[src/rtl/median_filter_3x3.sv]
// Three-stage pipelined 3x3 median filter fed by a line-buffer window generator.
// Define BORDER_ZERO_EN to force border outputs to 0 instead of passing the centre tap through.
module median_filter_3x3 #(
  parameter int DW    = 8,
  parameter int IMG_W = 512,
  parameter int IMG_H = 512
) (
  input  logic                     clk,
  input  logic                     rst,
  input  logic                     in_valid,
  input  logic [DW-1:0]            w1_1,
  input  logic [DW-1:0]            w1_2,
  input  logic [DW-1:0]            w1_3,
  input  logic [DW-1:0]            w2_1,
  input  logic [DW-1:0]            w2_2,
  input  logic [DW-1:0]            w2_3,
  input  logic [DW-1:0]            w3_1,
  input  logic [DW-1:0]            w3_2,
  input  logic [DW-1:0]            w3_3,
  output logic [DW-1:0]            dout,
  output logic                     dout_valid,
  output logic [$clog2(IMG_W)-1:0] out_col,
  output logic [$clog2(IMG_H)-1:0] out_row,
  output logic                     border,
  output logic                     frame_done
);

  localparam int CW = $clog2(IMG_W);
  localparam int RW = $clog2(IMG_H);
  localparam int WW = $clog2(IMG_W + 1);

  typedef enum logic {WARMUP = 1'b0, RUN = 1'b1} state_t;

  function automatic logic [DW-1:0] min2(input logic [DW-1:0] a, input logic [DW-1:0] b);
    return (a < b) ? a : b;
  endfunction

  function automatic logic [DW-1:0] max2(input logic [DW-1:0] a, input logic [DW-1:0] b);
    return (a < b) ? b : a;
  endfunction

  function automatic logic [DW-1:0] med3(input logic [DW-1:0] a, input logic [DW-1:0] b,
                                         input logic [DW-1:0] c);
    return max2(min2(a, b), min2(max2(a, b), c));
  endfunction

  state_t          state, state_next;
  logic [WW-1:0]   warm_cnt;
  logic [CW-1:0]   cen_col;
  logic [RW-1:0]   cen_row;
  logic            warm_done;
  logic            centre;

  assign warm_done = (warm_cnt == WW'(IMG_W));

  // NOTE: every variable written here gets a default first, so no path can infer a latch.
  always_comb begin
    state_next = state;
    centre     = 1'b0;
    case (state)
      WARMUP: begin
        if (in_valid && warm_done) begin
          state_next = RUN;
          centre     = 1'b1;
        end
      end
      RUN: centre = in_valid;
    endcase
  end

  // NOTE: sequential state uses non-blocking assignments so all registers update from pre-edge values.
  always_ff @(posedge clk or negedge rst) begin
    if (!rst) state <= WARMUP;
    else      state <= state_next;
  end

  always_ff @(posedge clk or negedge rst) begin
    if (!rst) begin
      warm_cnt <= '0;
      cen_col  <= '0;
      cen_row  <= '0;
    end else begin
      if (state == WARMUP && in_valid && !warm_done) warm_cnt <= warm_cnt + 1'b1;
      if (centre) begin
        if (cen_col == CW'(IMG_W - 1)) begin
          cen_col <= '0;
          cen_row <= (cen_row == RW'(IMG_H - 1)) ? '0 : cen_row + 1'b1;
        end else begin
          cen_col <= cen_col + 1'b1;
        end
      end
    end
  end

  logic [DW-1:0] tap [3][3];

  always_comb begin
    tap[0][0] = w1_1; tap[0][1] = w1_2; tap[0][2] = w1_3;
    tap[1][0] = w2_1; tap[1][1] = w2_2; tap[1][2] = w2_3;
    tap[2][0] = w3_1; tap[2][1] = w3_2; tap[2][2] = w3_3;
  end

  logic [DW-1:0] s1_lo [3];
  logic [DW-1:0] s1_mid [3];
  logic [DW-1:0] s1_hi [3];
  logic [DW-1:0] s1_ctr, s2_ctr;
  logic [DW-1:0] s2_mx, s2_md, s2_mn;

  // NOTE: datapath registers carry no reset; the valid bits alone decide whether their contents matter.
  always_ff @(posedge clk) begin
    for (int r = 0; r < 3; r++) begin
      s1_lo[r]  <= min2(min2(tap[r][0], tap[r][1]), tap[r][2]);
      s1_mid[r] <= med3(tap[r][0], tap[r][1], tap[r][2]);
      s1_hi[r]  <= max2(max2(tap[r][0], tap[r][1]), tap[r][2]);
    end
    s1_ctr <= w2_2;
    s2_mx  <= max2(max2(s1_lo[0], s1_lo[1]), s1_lo[2]);
    s2_md  <= med3(s1_mid[0], s1_mid[1], s1_mid[2]);
    s2_mn  <= min2(min2(s1_hi[0], s1_hi[1]), s1_hi[2]);
    s2_ctr <= s1_ctr;
  end

  logic          s1_valid, s2_valid;
  logic          s1_border, s2_border;
  logic          s1_last, s2_last;
  logic [CW-1:0] s1_col, s2_col;
  logic [RW-1:0] s1_row, s2_row;
  logic [DW-1:0] s3_pix;

  always_comb begin
    s3_pix = med3(s2_mx, s2_md, s2_mn);
    if (s2_border) begin
`ifdef BORDER_ZERO_EN
      s3_pix = '0;
`else
      s3_pix = s2_ctr;
`endif
    end
  end

  always_ff @(posedge clk or negedge rst) begin
    if (!rst) begin
      s1_valid   <= 1'b0;
      s1_border  <= 1'b0;
      s1_last    <= 1'b0;
      s1_col     <= '0;
      s1_row     <= '0;
      s2_valid   <= 1'b0;
      s2_border  <= 1'b0;
      s2_last    <= 1'b0;
      s2_col     <= '0;
      s2_row     <= '0;
      dout       <= '0;
      dout_valid <= 1'b0;
      out_col    <= '0;
      out_row    <= '0;
      border     <= 1'b0;
      frame_done <= 1'b0;
    end else begin
      s1_valid   <= centre;
      s1_col     <= cen_col;
      s1_row     <= cen_row;
      s1_border  <= (cen_row == '0) || (cen_row == RW'(IMG_H - 1)) ||
                    (cen_col == '0) || (cen_col == CW'(IMG_W - 1));
      s1_last    <= (cen_row == RW'(IMG_H - 1)) && (cen_col == CW'(IMG_W - 1));
      s2_valid   <= s1_valid;
      s2_col     <= s1_col;
      s2_row     <= s1_row;
      s2_border  <= s1_border;
      s2_last    <= s1_last;
      dout       <= s3_pix;
      dout_valid <= s2_valid;
      out_col    <= s2_col;
      out_row    <= s2_row;
      border     <= s2_valid & s2_border;
      frame_done <= s2_valid & s2_last;
    end
  end

endmodule

[config.mk]
export PLATFORM = sky130hd
export DESIGN_NAME = median_filter_3x3
export DESIGN_NICKNAME = d
export VERILOG_FILES = /design/src/rtl/median_filter_3x3.sv
export SDC_FILE = /design/constraint.sdc
export NUM_CORES = 1
export LEC_CHECK = 0
export BUFFER_PORTS_ARGS = -buffer_cell sky130_fd_sc_hd__buf_4
export CAP_MARGIN = 20
export CORE_MARGIN = 5
export CORE_UTILIZATION = 55
export DETAILED_ROUTE_END_ITERATION = 10
export PLACE_DENSITY = 0.75
export SETUP_SLACK_MARGIN = 0.15
export SLEW_MARGIN = 20
export SYNTH_ARGS = -nofsm -noshare
export SYNTH_HDL_FRONTEND = slang
export SYNTH_SLANG_ARGS = --single-unit
[constraint.sdc]
create_clock -name clk -period 6.96 [get_ports clk]
set_input_delay 0.696 -clock clk [delete_from_list [all_inputs] [get_ports clk]]
set_output_delay 0.696 -clock clk [all_outputs]
set_load 0.02 [all_outputs]
==> results.sh <==
export IMPL_status="finished clean"
export IMPL_post_drt_wl_per_cell_um=17.2
export IMPL_drtIter0Drc=875
export IMPL_rsz0062_at_grt="no"
export IMPL_startpoint_type="flip-flop"
export IMPL_setup_violations=0
export IMPL_p_leak_nw=7.11
export IMPL_clk_latency_ns=0.51
export IMPL_max_clock_path_buffers=3
export IMPL_viasPerCell=5.66
export IMPL_synth_cells=1299
export IMPL_period_minus_slack_ns=5.91
export IMPL_synth_edf_count=0
export IMPL_htreeDepth=1
export IMPL_synth_top_flop_cell="dfxtp_1"
export IMPL_yosysSeqAreaShare_pct=38.4
export IMPL_critPathCaptureType="flip-flop"
export IMPL_fin_setup_tns_ns=0
export IMPL_synth_most_common_cell="ha_1"
export IMPL_vias=9625
export IMPL_hp_class="in -> async"
export IMPL_n_antenna_cell=0
export IMPL_fillers=1789
export IMPL_max_freq_mhz=169
export IMPL_chipHeight_um=160
export IMPL_syn_area_um2=12400
export IMPL_cp_max_fo=19
export IMPL_tightest_slew_ns=0.977
export IMPL_dieArea_um2=25600
export IMPL_cts_setup_buffers=0
export IMPL_start_util_pct=56.3
export IMPL_die_width_um=160
export IMPL_dr_pass1_iters=5
export IMPL_gr_total_overflow=0
export IMPL_nets=1641
export IMPL_grt_pass1_vias=9421
export IMPL_powerDensity_nw_per_um2=454
export IMPL_power_mw=6.46
export IMPL_cts_tree="yes"
export IMPL_criticalPathCategory="reg -> reg"
export IMPL_ys_top_cells_by_area="dfrtp_1 20%, dfxtp_1 18%, ha_1 16%"
export IMPL_cp_arrival_ns=6.24
export IMPL_io_buffers=103
export IMPL_synth_top_area_cell="dfrtp_1"
export IMPL_syn_to_final_growth_pct=15.0
export IMPL_cts_hold_buffers_added=0
export IMPL_drive_gt1_share_pct=16.7
export IMPL_synth_top_area_share_pct=20.2
export IMPL_gp_congestion=0.932
export IMPL_wirelength_mm=29.3
export IMPL_fin_crit_sh_pct=84.9
export IMPL_drv_cap=0
export IMPL_antenna_left=0
export IMPL_relSlewSlack_pct=34.8
export IMPL_synthDistinctLibCells=70
export IMPL_rows=54
export IMPL_ios=104
export IMPL_synth_top_cells_by_count="162 x ha_1, 153 x inv_1, 113 x nand2_1, 113 x o21ai_0, 112 x dfxtp_1"
export IMPL_async_flop_share_pct=47.2
export IMPL_root_buffer="clkbuf_16"
export IMPL_crit_required_ns=7.29
export IMPL_grt_max_degree=84
export IMPL_antenna_found_initial=3
export IMPL_numCtsBuffers=22
export IMPL_hold_viol_final=0
export IMPL_slew_violations=0
export IMPL_ys_ff_latch=212
export IMPL_cts_clk_slew_worst_paths_ns=0.06
export IMPL_fin_area_um2=14200
export IMPL_finClkSkew_ns=0.0158
export IMPL_place_area_um2=13400
export IMPL_irDropWorstVdd_v=0.000301
export IMPL_core_area_um2=22000
export IMPL_cts_resized=0
export IMPL_syn_area_per_cell_um2=9.52
export IMPL_yosys_warnings=0
export IMPL_synth_fp_nets=1536
export IMPL_track_usage_pct=22.6
export IMPL_drc=0
export IMPL_grt_first_pass_wirelength_mm=47.5
export IMPL_cts_sinks=212
export IMPL_dpl_hpwl_mm=23.3
cell type report:
class | instances | area [um^2] | area share, %
clock buffer | 29 | 617 | 4.34
clock inverter | 11 | 191 | 1.35
inverter | 154 | 578 | 4.06
multi-input combinational | 903 | 6910 | 48.6
sequential | 212 | 4740 | 33.3
tap | 280 | 350 | 2.46
timing repair buffer | 111 | 837 | 5.88
layer usage:
metal | share of wire (%) | GRT usage [%]
met2 | 47 | 37.9
met1 | 44 | 29.7
met4 | 3.5 | 7.59
met3 | 6.3 | 3.71
met5 | 0.024 | 0
critical path, cell delays in order (launching register included):
cell       delay, ns
dfxtp_1         0.31
inv_1           0.07
ha_1            0.30
a21oi_1         0.06
o21ai_0         0.38
a21o_1          0.51
o21ai_0         0.26
ha_1            0.36
a21oi_1         0.16
o21a_1          0.20
nand3_1         0.10
a211oi_2        0.40
or2_1           0.35
mux2i_1         0.37
ha_1            0.31
nand4_1         0.13
or2_2           0.16
nor2_1          0.07
a2111oi_4       0.57
nand2_1         0.11
nor2_1          0.39
a221oi_1        0.17
stage by stage:
step           instances  hold WS, ns  setup WS (ns)  utilization, %
2_1_floorplan       1299        0.310           1.53               -
3_3_place_gp        1660        0.311          0.916            61.1
3_5_place_dp        1660        0.314          0.716            61.1
4_1_cts             1700       0.0455           1.09            64.8
5_1_grt             1700       0.0542          0.511            64.8
6_report            1700       0.0544           1.05            64.8
registers in the layout, indices dropped and copies added (netlist names), 8 cells and up:
signal and count:
s1_ctr 8, s2_mn 8, s1_col 9, warm_cnt 10, s1_lo 24, out_col 9, s2_mx 8, s1_row 9
cen_col 9, s1_hi 24, s2_row 9, s1_mid 24, out_row 9, s2_ctr 8, s2_md 8, s2_col 9
dout 8, cen_row 9
where the power goes:
group	switching, mW	leakage (nW)	internal [mW]
Sequential	0.180	2.28	1.48
Combinational	2.06	4.43	1.46
Clock	0.472	0.401	0.811
Total	2.71	7.11	3.75
worst paths after layout:
kind / end / slack, ns / cells past startpoint / from
min in group clk: s1_ctr[3]$_DFF_P_ / 0.31 / 1 / w2_2[3]
setup / recovery: dout[1]$_DFF_PN0_ / 1.05 / 21 / s2_md[5]$_DFF_P_
hold / removal: dout[6]$_DFF_PN0_ / 0.05 / 1 / rst
setup reg to reg: dout[1]$_DFF_PN0_ / 1.05 / 21 / s2_md[5]$_DFF_P_
hold reg to reg: s2_ctr[3]$_DFF_P_ / 0.33 / 0 / s1_ctr[3]$_DFF_P_
max in group asynchronous: s2_row[1]$_DFF_PN0_ / 5.97 / 2 / rst
cell usage in the layout (no fill, tap or decap), drive strengths merged, types with 5 or more instances in the layout:
master and count:
ha 162, a21o 19, a21oi 83, o31ai 5
nor2b 8, nand4 19, o21ai 118, clkbuf 29
a2111oi 7, nor4 5, a31oi 6, nand2 113
buf 111, a221oi 13, nor2 70, nand3 9
nor3 11, and2 6, and3 11, a211oi 20
clkinv 7, nand2b 17, mux2 68, o21a 16
xnor2 8, inv 153, bufinv 5, mux2i 67
dfxtp 112, dfrtp 100
logic make-up after synthesis:
| kind of cell | synth area share [%] |
|---|---|
| compound gates | 16.4 |
| simple gates | 10.7 |
| flops | 38.4 |
| buf+inv | 5.83 |
| fa+ha+maj | 16.4 |
| mux | 11.7 |
| xor+xnor | 0.637 |
Note: power is estimated with default switching activity, not from simulation.
